==> config.mk <==
export PLATFORM = sky130hd
export DESIGN_NAME = multiword_add_ctrl
export DESIGN_NICKNAME = d
export VERILOG_FILES = /design/src/rtl/multiword_add_ctrl.sv
export SDC_FILE = /design/constraint.sdc
export NUM_CORES = 1
export LEC_CHECK = 0
export CAP_MARGIN = 20
export CORE_MARGIN = 2
export CORE_UTILIZATION = 53
export CTS_BUF_LIST = sky130_fd_sc_hd__clkbuf_4 sky130_fd_sc_hd__clkbuf_8 sky130_fd_sc_hd__clkbuf_16
export DETAILED_ROUTE_END_ITERATION = 8
export PLACE_DENSITY = 0.83
export SETUP_SLACK_MARGIN = 0.3
export SYNTH_ARGS = -nofsm -noshare
export SYNTH_HDL_FRONTEND = slang
export SYNTH_SLANG_ARGS = --single-unit
==> constraint.sdc <==
create_clock -name clk -period 6.4 [get_ports clk]
set_clock_uncertainty 0.15 [all_clocks]
set_input_delay 1.28 -clock clk [delete_from_list [all_inputs] [get_ports clk]]
set_output_delay 1.28 -clock clk [all_outputs]
set_load 0.05 [all_outputs]
==> src/rtl/multiword_add_ctrl.sv <==
// Nibble-serial add/subtract unit: one shared 4-bit ripple slice walks WIDTH-bit
// operands LSB nibble first, linked by a carry register, with a start/done handshake.
module multiword_add_ctrl #(
  parameter int WIDTH = 16
) (
  input  logic             clk,
  input  logic             rst_n,
  input  logic             start,
  input  logic             sub,
  input  logic             cin,
  input  logic [WIDTH-1:0] a,
  input  logic [WIDTH-1:0] b,
  output logic             busy,
  output logic             done,
  output logic [WIDTH-1:0] sum,
  output logic             cout,
  output logic             overflow
);

  localparam int NCH  = WIDTH / 4;
  localparam int IDXW = (NCH > 1) ? $clog2(NCH) : 1;

  typedef enum logic [1:0] {
    IDLE = 2'd0,
    RUN  = 2'd1,
    DONE = 2'd2
  } state_t;

  state_t           r_state;
  logic [WIDTH-1:0] r_op_a;
  logic [WIDTH-1:0] r_op_b;
  logic             r_carry;
  logic [IDXW-1:0]  r_idx;
  logic             r_busy;
  logic             r_done;
  logic [WIDTH-1:0] r_sum;
  logic             r_cout;
  logic             r_ovf;

  logic [3:0]       w_nib_a;
  logic [3:0]       w_nib_b;
  logic [4:0]       w_slice;
  logic             w_last;

  // The shared slice: op_b already holds ~b in subtract mode, so a carry-in of 1 completes a-b.
  assign w_nib_a = r_op_a[{r_idx, 2'b00} +: 4];
  assign w_nib_b = r_op_b[{r_idx, 2'b00} +: 4];
  assign w_slice = {1'b0, w_nib_a} + {1'b0, w_nib_b} + {4'b0000, r_carry};
  assign w_last  = (r_idx == IDXW'(NCH - 1));

  always_ff @(posedge clk or negedge rst_n) begin
    if (!rst_n) begin
      r_state <= IDLE;
      r_op_a  <= '0;
      r_op_b  <= '0;
      r_carry <= 1'b0;
      r_idx   <= '0;
      r_busy  <= 1'b0;
      r_done  <= 1'b0;
      r_sum   <= '0;
      r_cout  <= 1'b0;
      r_ovf   <= 1'b0;
    end else begin
      case (r_state)
        IDLE, DONE: begin
          r_done <= 1'b0;
          if (start) begin
            r_op_a  <= a;
            r_op_b  <= sub ? ~b : b;
            r_carry <= sub ? 1'b1 : cin;
            r_idx   <= '0;
            r_busy  <= 1'b1;
            r_state <= RUN;
          end else begin
            r_state <= IDLE;
          end
        end
        RUN: begin
          r_sum[{r_idx, 2'b00} +: 4] <= w_slice[3:0];
          r_carry <= w_slice[4];
          r_idx   <= r_idx + IDXW'(1);
          // Top nibble: the slice carry is the final carry and its bit 3 is the result sign.
          if (w_last) begin
            r_cout  <= w_slice[4];
            r_ovf   <= (r_op_a[WIDTH-1] == r_op_b[WIDTH-1]) &&
                       (w_slice[3] != r_op_a[WIDTH-1]);
            r_busy  <= 1'b0;
            r_done  <= 1'b1;
            r_state <= DONE;
          end
        end
        default: begin
          r_busy  <= 1'b0;
          r_done  <= 1'b0;
          r_state <= IDLE;
        end
      endcase
    end
  end

  assign busy     = r_busy;
  assign done     = r_done;
  assign sum      = r_sum;
  assign cout     = r_cout;
  assign overflow = r_ovf;

endmodule

==> results.yml, run 1 <==
status:
  outcome: "finished clean"
pwr:
  cellPowerDensity_mw_per_mm2: 534
  p_sw_share_pct: 45.5
  ir_drop_v: 0.000276
  p_sw_mw: 0.826
  combPwrFrac_pct: 54.4
  clkPwrFrac_pct: 10.9
  p_int_mw: 0.989
  p_seq_share_pct: 34.7
  p_leak_nw: 1.55
  power.total_mw: 1.82
critical_path:
  crit_path_end_kind: "flip-flop"
  startpoint_type: "flip-flop"
  crit_type: "reg -> reg"
  required_ns: 6.45
  cp.arrival_ns: 3.13
  critical_path_peak_fanout: 17
synthesis:
  synthCells: 260
  synth-edff-count: 0
  yosysSeqAreaShare_pct: 51.9
  yosysUniqueCellTypes: 33
  synth.area.top_cells: "dfrtp_1 (52%), nand2_1 (11%), mux4_2 (6.7%)"
  synth-warning-count: 0
  synth_top_area_share_pct: 51.9
  async_flop_share_pct: 100
  ys_ff_latch: 56
  synth_area_per_cell_um2: 10.4
  synth_area_leader_cell: "dfrtp_1"
  synthFlopType: "dfrtp_1"
  synth_area_mm2: 0.00270
  synth_fp_nets: 308
cts:
  hold_buffers: 0
  cts_buffers: 5
  htreeDepth: 2
  clock_latency_ns: 0.31
  clockBufferDepth: 2
  clk_pin_slew_ns: 0.10
  cts_tree: "done"
  post_cts_buffers: 0
  clock-sinks: 56
  cts_resized: 0
  cts_root_buf: "clkbuf_8"
routing:
  dr_wl_met3_um: 206
  drtIter0Drc: 131
  drt_wl_total_um: 5150
  vias_per_cell: 5.15
  drc: 0
  ant_nets: 0
  dr.max_layer_used: "met4"
  wl_per_cell_um: 13.5
  routed-via-count: 1962
  first_pass_iters: 4
  routed-wl-met2_um: 2440
  m1WireLength_um: 2400
layout:
  final_common_cell: "nand2_1"
  nFillCells: 383
  antenna_cells: 0
  drive_gt1_share_pct: 7.01
  final_cell_mix: "nand2_1 (76), dfrtp_1 (56), clkdlybuf4s50_1 (55), o21ai_0 (18), xnor2_1 (17)"
  design_area_mm2: 0.00340
  syn2layout_area_growth_pct: 25.8
  nets: 362
global_route:
  grt_pass1_vias: 1923
  grt_pass1_wl_um: 8860
  overflow: 0
  grt_max_degree: 57
  antenna_found_initial: 0
  grt_usage_pct: 20.6
timing:
  finalMaxSlewViolations: 0
  tightest_slew_ns: 0.888
  hold_viol_final: 0
  relSlewSlack_pct: 40.6
  rsz0062_at_grt: "false"
  finalCritPeriodShare_pct: 48.0
  clock.fmax_ghz: 0.325
  final.setup.tns_ns: 0
  period_needed_ns: 3.07
  setup_viol: 0
floorplan:
  fp.dieW_um: 75.4
  dieArea_mm2: 0.00568
  start_util_pct: 56.1
  boundaryPins: 57
  rows: 25
  die_h_um: 75.4
  core_region_area_mm2: 0.00482
placed_design:
  placed_area_mm2: 0.00330
  post-dp-hpwl_um: 3720
  place_congestion: 0.798
  io_buffer_count: 56
flow_run:
  drv_cap: 0
hold_path:
  worstHoldPathType: "reg -> reg"
[registers in the layout, indices dropped and copies added (netlist names)]
signal / cells
r_op_a: 16
r_op_b: 16
sum: 16
r_idx: 2
r_state: 2
busy: 1
cout: 1
overflow: 1
r_carry: 1
[critical path: stages (launching register included)]
cell and delay [ns]:
dfrtp_1 0.85, mux4_2 0.62, fa_1 0.42, inv_1 0.08, fa_1 0.20, xor2_1 0.38
inv_1 0.07, a22o_1 0.20
[kinds of logic after synthesis]
group	after synthesis	share of synthesized area (%)
xor+xnor	18	5.84
compound gates	45	10.7
simple gates	101	16.0
mux	8	6.67
flops	56	51.9
buf+inv	21	3.33
fa+ha+maj	11	5.65
[metal layers]
metal,vias up,track usage [%]
li1,977,-
met5,-,0
met3,11,4.63
met4,0,7.80
met2,51,32.9
met1,923,28.0
[power by group through the flow]
stage,clock network (mW),logic [mW],registers (mW)
5_1_grt,0.214,1.09,0.652
2_1_floorplan,0,0.603,0.725
3_5_place_dp,0,0.987,0.638
3_3_place_gp,0,0.958,0.629
4_1_cts,0.200,0.990,0.631
6_report,0.198,0.989,0.630
[synth_stat cells (2+ instances only)]
master,n
buf_4,2
o21ai_0,18
nand2_1,76
buf_2,3
clkbuf_1,7
dfrtp_1,56
xnor2_1,17
fa_1,2
or3_1,2
nor3_1,2
nand2b_1,3
nand3b_1,2
mux4_2,8
o21ai_1,6
a21oi_1,3
a21o_1,2
ha_1,9
inv_1,9
nor2_1,8
a22o_1,12
[final cells by class]
cell class,instances,area (um2),share of cell area (%)
inverters,9,33.8,0.994
multi-input cells,183,1210,35.6
flip-flops and latches,56,1400,41.2
repair buffers,59,578,17.0
clock buffers,6,82.6,2.43
well taps,67,83.8,2.47
clock inverters,1,8.76,0.258
[stage by stage]
| step | util, % | setup WS, ns | hold slack (ns) | cells |
|---|---|---|---|---|
| final | 70.5 | 3.33 | 0.335 | 381 |
| after floorplan | - | 3.70 | 0.290 | 260 |
| after detailed placement | 68.5 | 3.05 | 0.312 | 373 |
| after global placement | 68.5 | 3.07 | 0.305 | 373 |
| after global routing | 70.5 | 3.14 | 0.354 | 381 |
| after CTS | 70.4 | 3.29 | 0.336 | 380 |
[path summary, 6_finish.rpt]
kind	from	endpoint	slack [ns]	depth (start not counted)
setup / recovery	r_idx[0]$_DFFE_PN0P_	sum[6]$_DFFE_PN0P_	3.33	7
hold / removal	r_op_a[12]$_DFFE_PN0P_	r_op_a[12]$_DFFE_PN0P_	0.33	2
setup reg to reg	r_idx[0]$_DFFE_PN0P_	sum[6]$_DFFE_PN0P_	3.33	7
hold reg to reg	r_op_a[12]$_DFFE_PN0P_	r_op_a[12]$_DFFE_PN0P_	0.33	2
max in group asynchronous	rst_n	sum[10]$_DFFE_PN0P_	4.72	2
min in group asynchronous	rst_n	cout$_DFFE_PN0P_	0.95	2
(Power assumes the default switching activity.)
==> run 2, diff against run 1 <==
--- a/config.mk
+++ b/config.mk
@@ -7,10 +7,10 @@
 export LEC_CHECK = 0
 export CAP_MARGIN = 20
 export CORE_MARGIN = 2
-export CORE_UTILIZATION = 53
+export CORE_UTILIZATION = 51
 export CTS_BUF_LIST = sky130_fd_sc_hd__clkbuf_4 sky130_fd_sc_hd__clkbuf_8 sky130_fd_sc_hd__clkbuf_16
 export DETAILED_ROUTE_END_ITERATION = 8
-export PLACE_DENSITY = 0.83
+export PLACE_DENSITY = 0.8
 export SETUP_SLACK_MARGIN = 0.3
 export SYNTH_ARGS = -nofsm -noshare
 export SYNTH_HDL_FRONTEND = slang
==> constraint.sdc (replaced) <==
create_clock -name clk -period 3.05 [get_ports clk]
set_clock_uncertainty 0.15 [all_clocks]
set_input_delay 0.61 -clock clk [delete_from_list [all_inputs] [get_ports clk]]
set_output_delay 0.61 -clock clk [all_outputs]
set_load 0.05 [all_outputs]
==> results.yml, run 2 (synthesized netlist as in run 1, its figures left out) <==
pwr:
  cellPowerDensity_mw_per_mm2: 1130
  p_seq_share_pct: 32.6
  p_sw_mw: 1.72
  clkPwrFrac_pct: 13.1
  power.total_mw: 3.94
  p_sw_share_pct: 43.7
  ir_drop_v: 0.000529
  p_leak_nw: 1.59
  p_int_mw: 2.22
  combPwrFrac_pct: 54.3
critical_path:
  required_ns: 3.07
  worst-path-buf-inv: 2
  cp_cell_sequence: "mux4_2 > fa_1 > inv_1 > fa_1 > inv_1 > a21o_1 > a21oi_1 > o221ai_1"
  crit_type: "reg -> reg"
  cpPeakStageDelay_ns: 0.53
  cp.arrival_ns: 2.63
  critical_path_peak_fanout: 4
  slowest_stage: "mux4_2"
  crit_family: "adder cells"
  crit_path_end_kind: "flip-flop"
  startpoint_type: "flip-flop"
timing:
  clock.fmax_ghz: 0.382
  finalCritPeriodShare_pct: 85.8
  setup_slack_ns: 0.432
  final.setup.tns_ns: 0
  rsz0062_at_grt: "false"
  tightest_slew_ns: 0.513
  timing.hold.ws_ns: 0.0963
  finalMaxSlewViolations: 0
  relSlewSlack_pct: 65.7
  hold_viol_final: 0
  period_needed_ns: 2.62
  setup_viol: 0
floorplan:
  boundaryPins: 57
  die_h_um: 76.8
  fp.dieW_um: 76.8
  dieArea_mm2: 0.00590
  core_region_area_mm2: 0.00511
  rows: 26
  start_util_pct: 52.9
layout:
  antenna_cells: 0
  syn2layout_area_growth_pct: 28.8
  final_cell_mix: "nand2_1 (76), dfrtp_1 (55), clkdlybuf4s50_1 (55), o21ai_0 (18), xnor2_1 (17)"
  drive_gt1_share_pct: 9.06
  design_area_mm2: 0.00348
  final_common_cell: "nand2_1"
  nets: 367
status:
  outcome: "finished clean"
cts:
  cts_tree: "done"
  clockBufferDepth: 2
  clock_latency_ns: 0.30
  cts_buffers: 5
  htreeDepth: 2
  clock-sinks: 56
  hold_buffers: 0
  cts_root_buf: "clkbuf_8"
  clk_pin_slew_ns: 0.10
global_route:
  grt_pass1_wl_um: 9150
  antenna_found_initial: 0
  overflow: 0
  grt_usage_pct: 19.4
  grt_pass1_vias: 1924
  grt_max_degree: 51
routing:
  drtIter0Drc: 123
  wl_per_cell_um: 13.6
  vias_per_cell: 5.12
  first_pass_iters: 4
  ant_nets: 0
  drc: 0
  drt_wl_total_um: 5310
  routed-via-count: 1996
placed_design:
  placed_area_mm2: 0.00334
  place_congestion: 0.833
  place_ws_ns: 0.305
  post-dp-hpwl_um: 4120
  io_buffer_count: 56
flow_run:
  drv_cap: 0
hold_path:
  worstHoldPathType: "in -> async"
-- run 2: changes by cell type in the layout (fill, tap and decap cells not counted), sizes merged --
cell	before	now
buf	4	9
bufinv	0	1
clkbuf	6	7
clkinv	1	0
-- run 2: power groups by stage --
| stage | clock (mW) | combinational [mW] | sequential (mW) |
|---|---|---|---|
| 2_1_floorplan | 0 | 1.27 | 1.52 |
| 3_3_place_gp | 0 | 2.05 | 1.30 |
| 3_5_place_dp | 0 | 2.13 | 1.31 |
| 4_1_cts | 0.527 | 2.13 | 1.29 |
| 5_1_grt | 0.554 | 2.35 | 1.34 |
| 6_report | 0.517 | 2.14 | 1.29 |
-- run 2: final timing paths --
check	from	end	depth (start not counted)	slack, ns
max	r_idx[0]$_DFFE_PN0P_	r_carry$_DFFE_PN0P_	8	0.43
min	rst_n	busy$_DFFE_PN0P_	1	0.1
max reg2reg	r_idx[0]$_DFFE_PN0P_	r_carry$_DFFE_PN0P_	8	0.43
min reg2reg	r_op_a[11]$_DFFE_PN0P_	r_op_a[11]$_DFFE_PN0P_	2	0.33
max in group asynchronous	rst_n	r_op_b[14]$_DFFE_PN0P_	2	2.04
min in group clk	r_op_a[11]$_DFFE_PN0P_	r_op_a[11]$_DFFE_PN0P_	2	0.33
-- run 2: final cells by class --
class                   count  area [um2]
clock buffers               7        96.3
clock inverters             1        30.0
fillers                   418        1630
inverters                   9        33.8
multi-input cells         183        1210
flip-flops and latches     56        1400
well taps                  70        87.6
repair buffers             64         619
-- run 2: worst reg2reg max path: stages (launching register included) --
cell and delay (ns):
dfrtp_2 0.42, mux4_2 0.53, fa_1 0.44, inv_1 0.10, fa_1 0.21, inv_1 0.05, a21o_1 0.18, a21oi_1 0.23
o221ai_1 0.17
-- run 2: layer usage --
metal  vias to the layer above  global-route usage, %  share of wire, %
met5                         -                      0                 0
met4                         0                   6.36               1.4
met3                         7                   3.18               4.7
met2                        62                   32.4                49
met1                       936                   26.2                45
li1                        991                      -                 -
-- run 2: stage by stage --
stage / utilization [%] / std cells
3_5_place_dp: 65.4 / 381
4_1_cts: 67.9 / 389
6_report: 68.1 / 390
5_1_grt: 68.1 / 390
3_3_place_gp: 65.4 / 381
2_1_floorplan: - / 260
-- run 2: timing repair --
action | 4_1_cts | 5_1_grt
resized for setup | 1 | 1
hold endpoints to repair | 0 | 0
setup endpoints to repair | 3 | 6
buffers inserted | 0 | 1
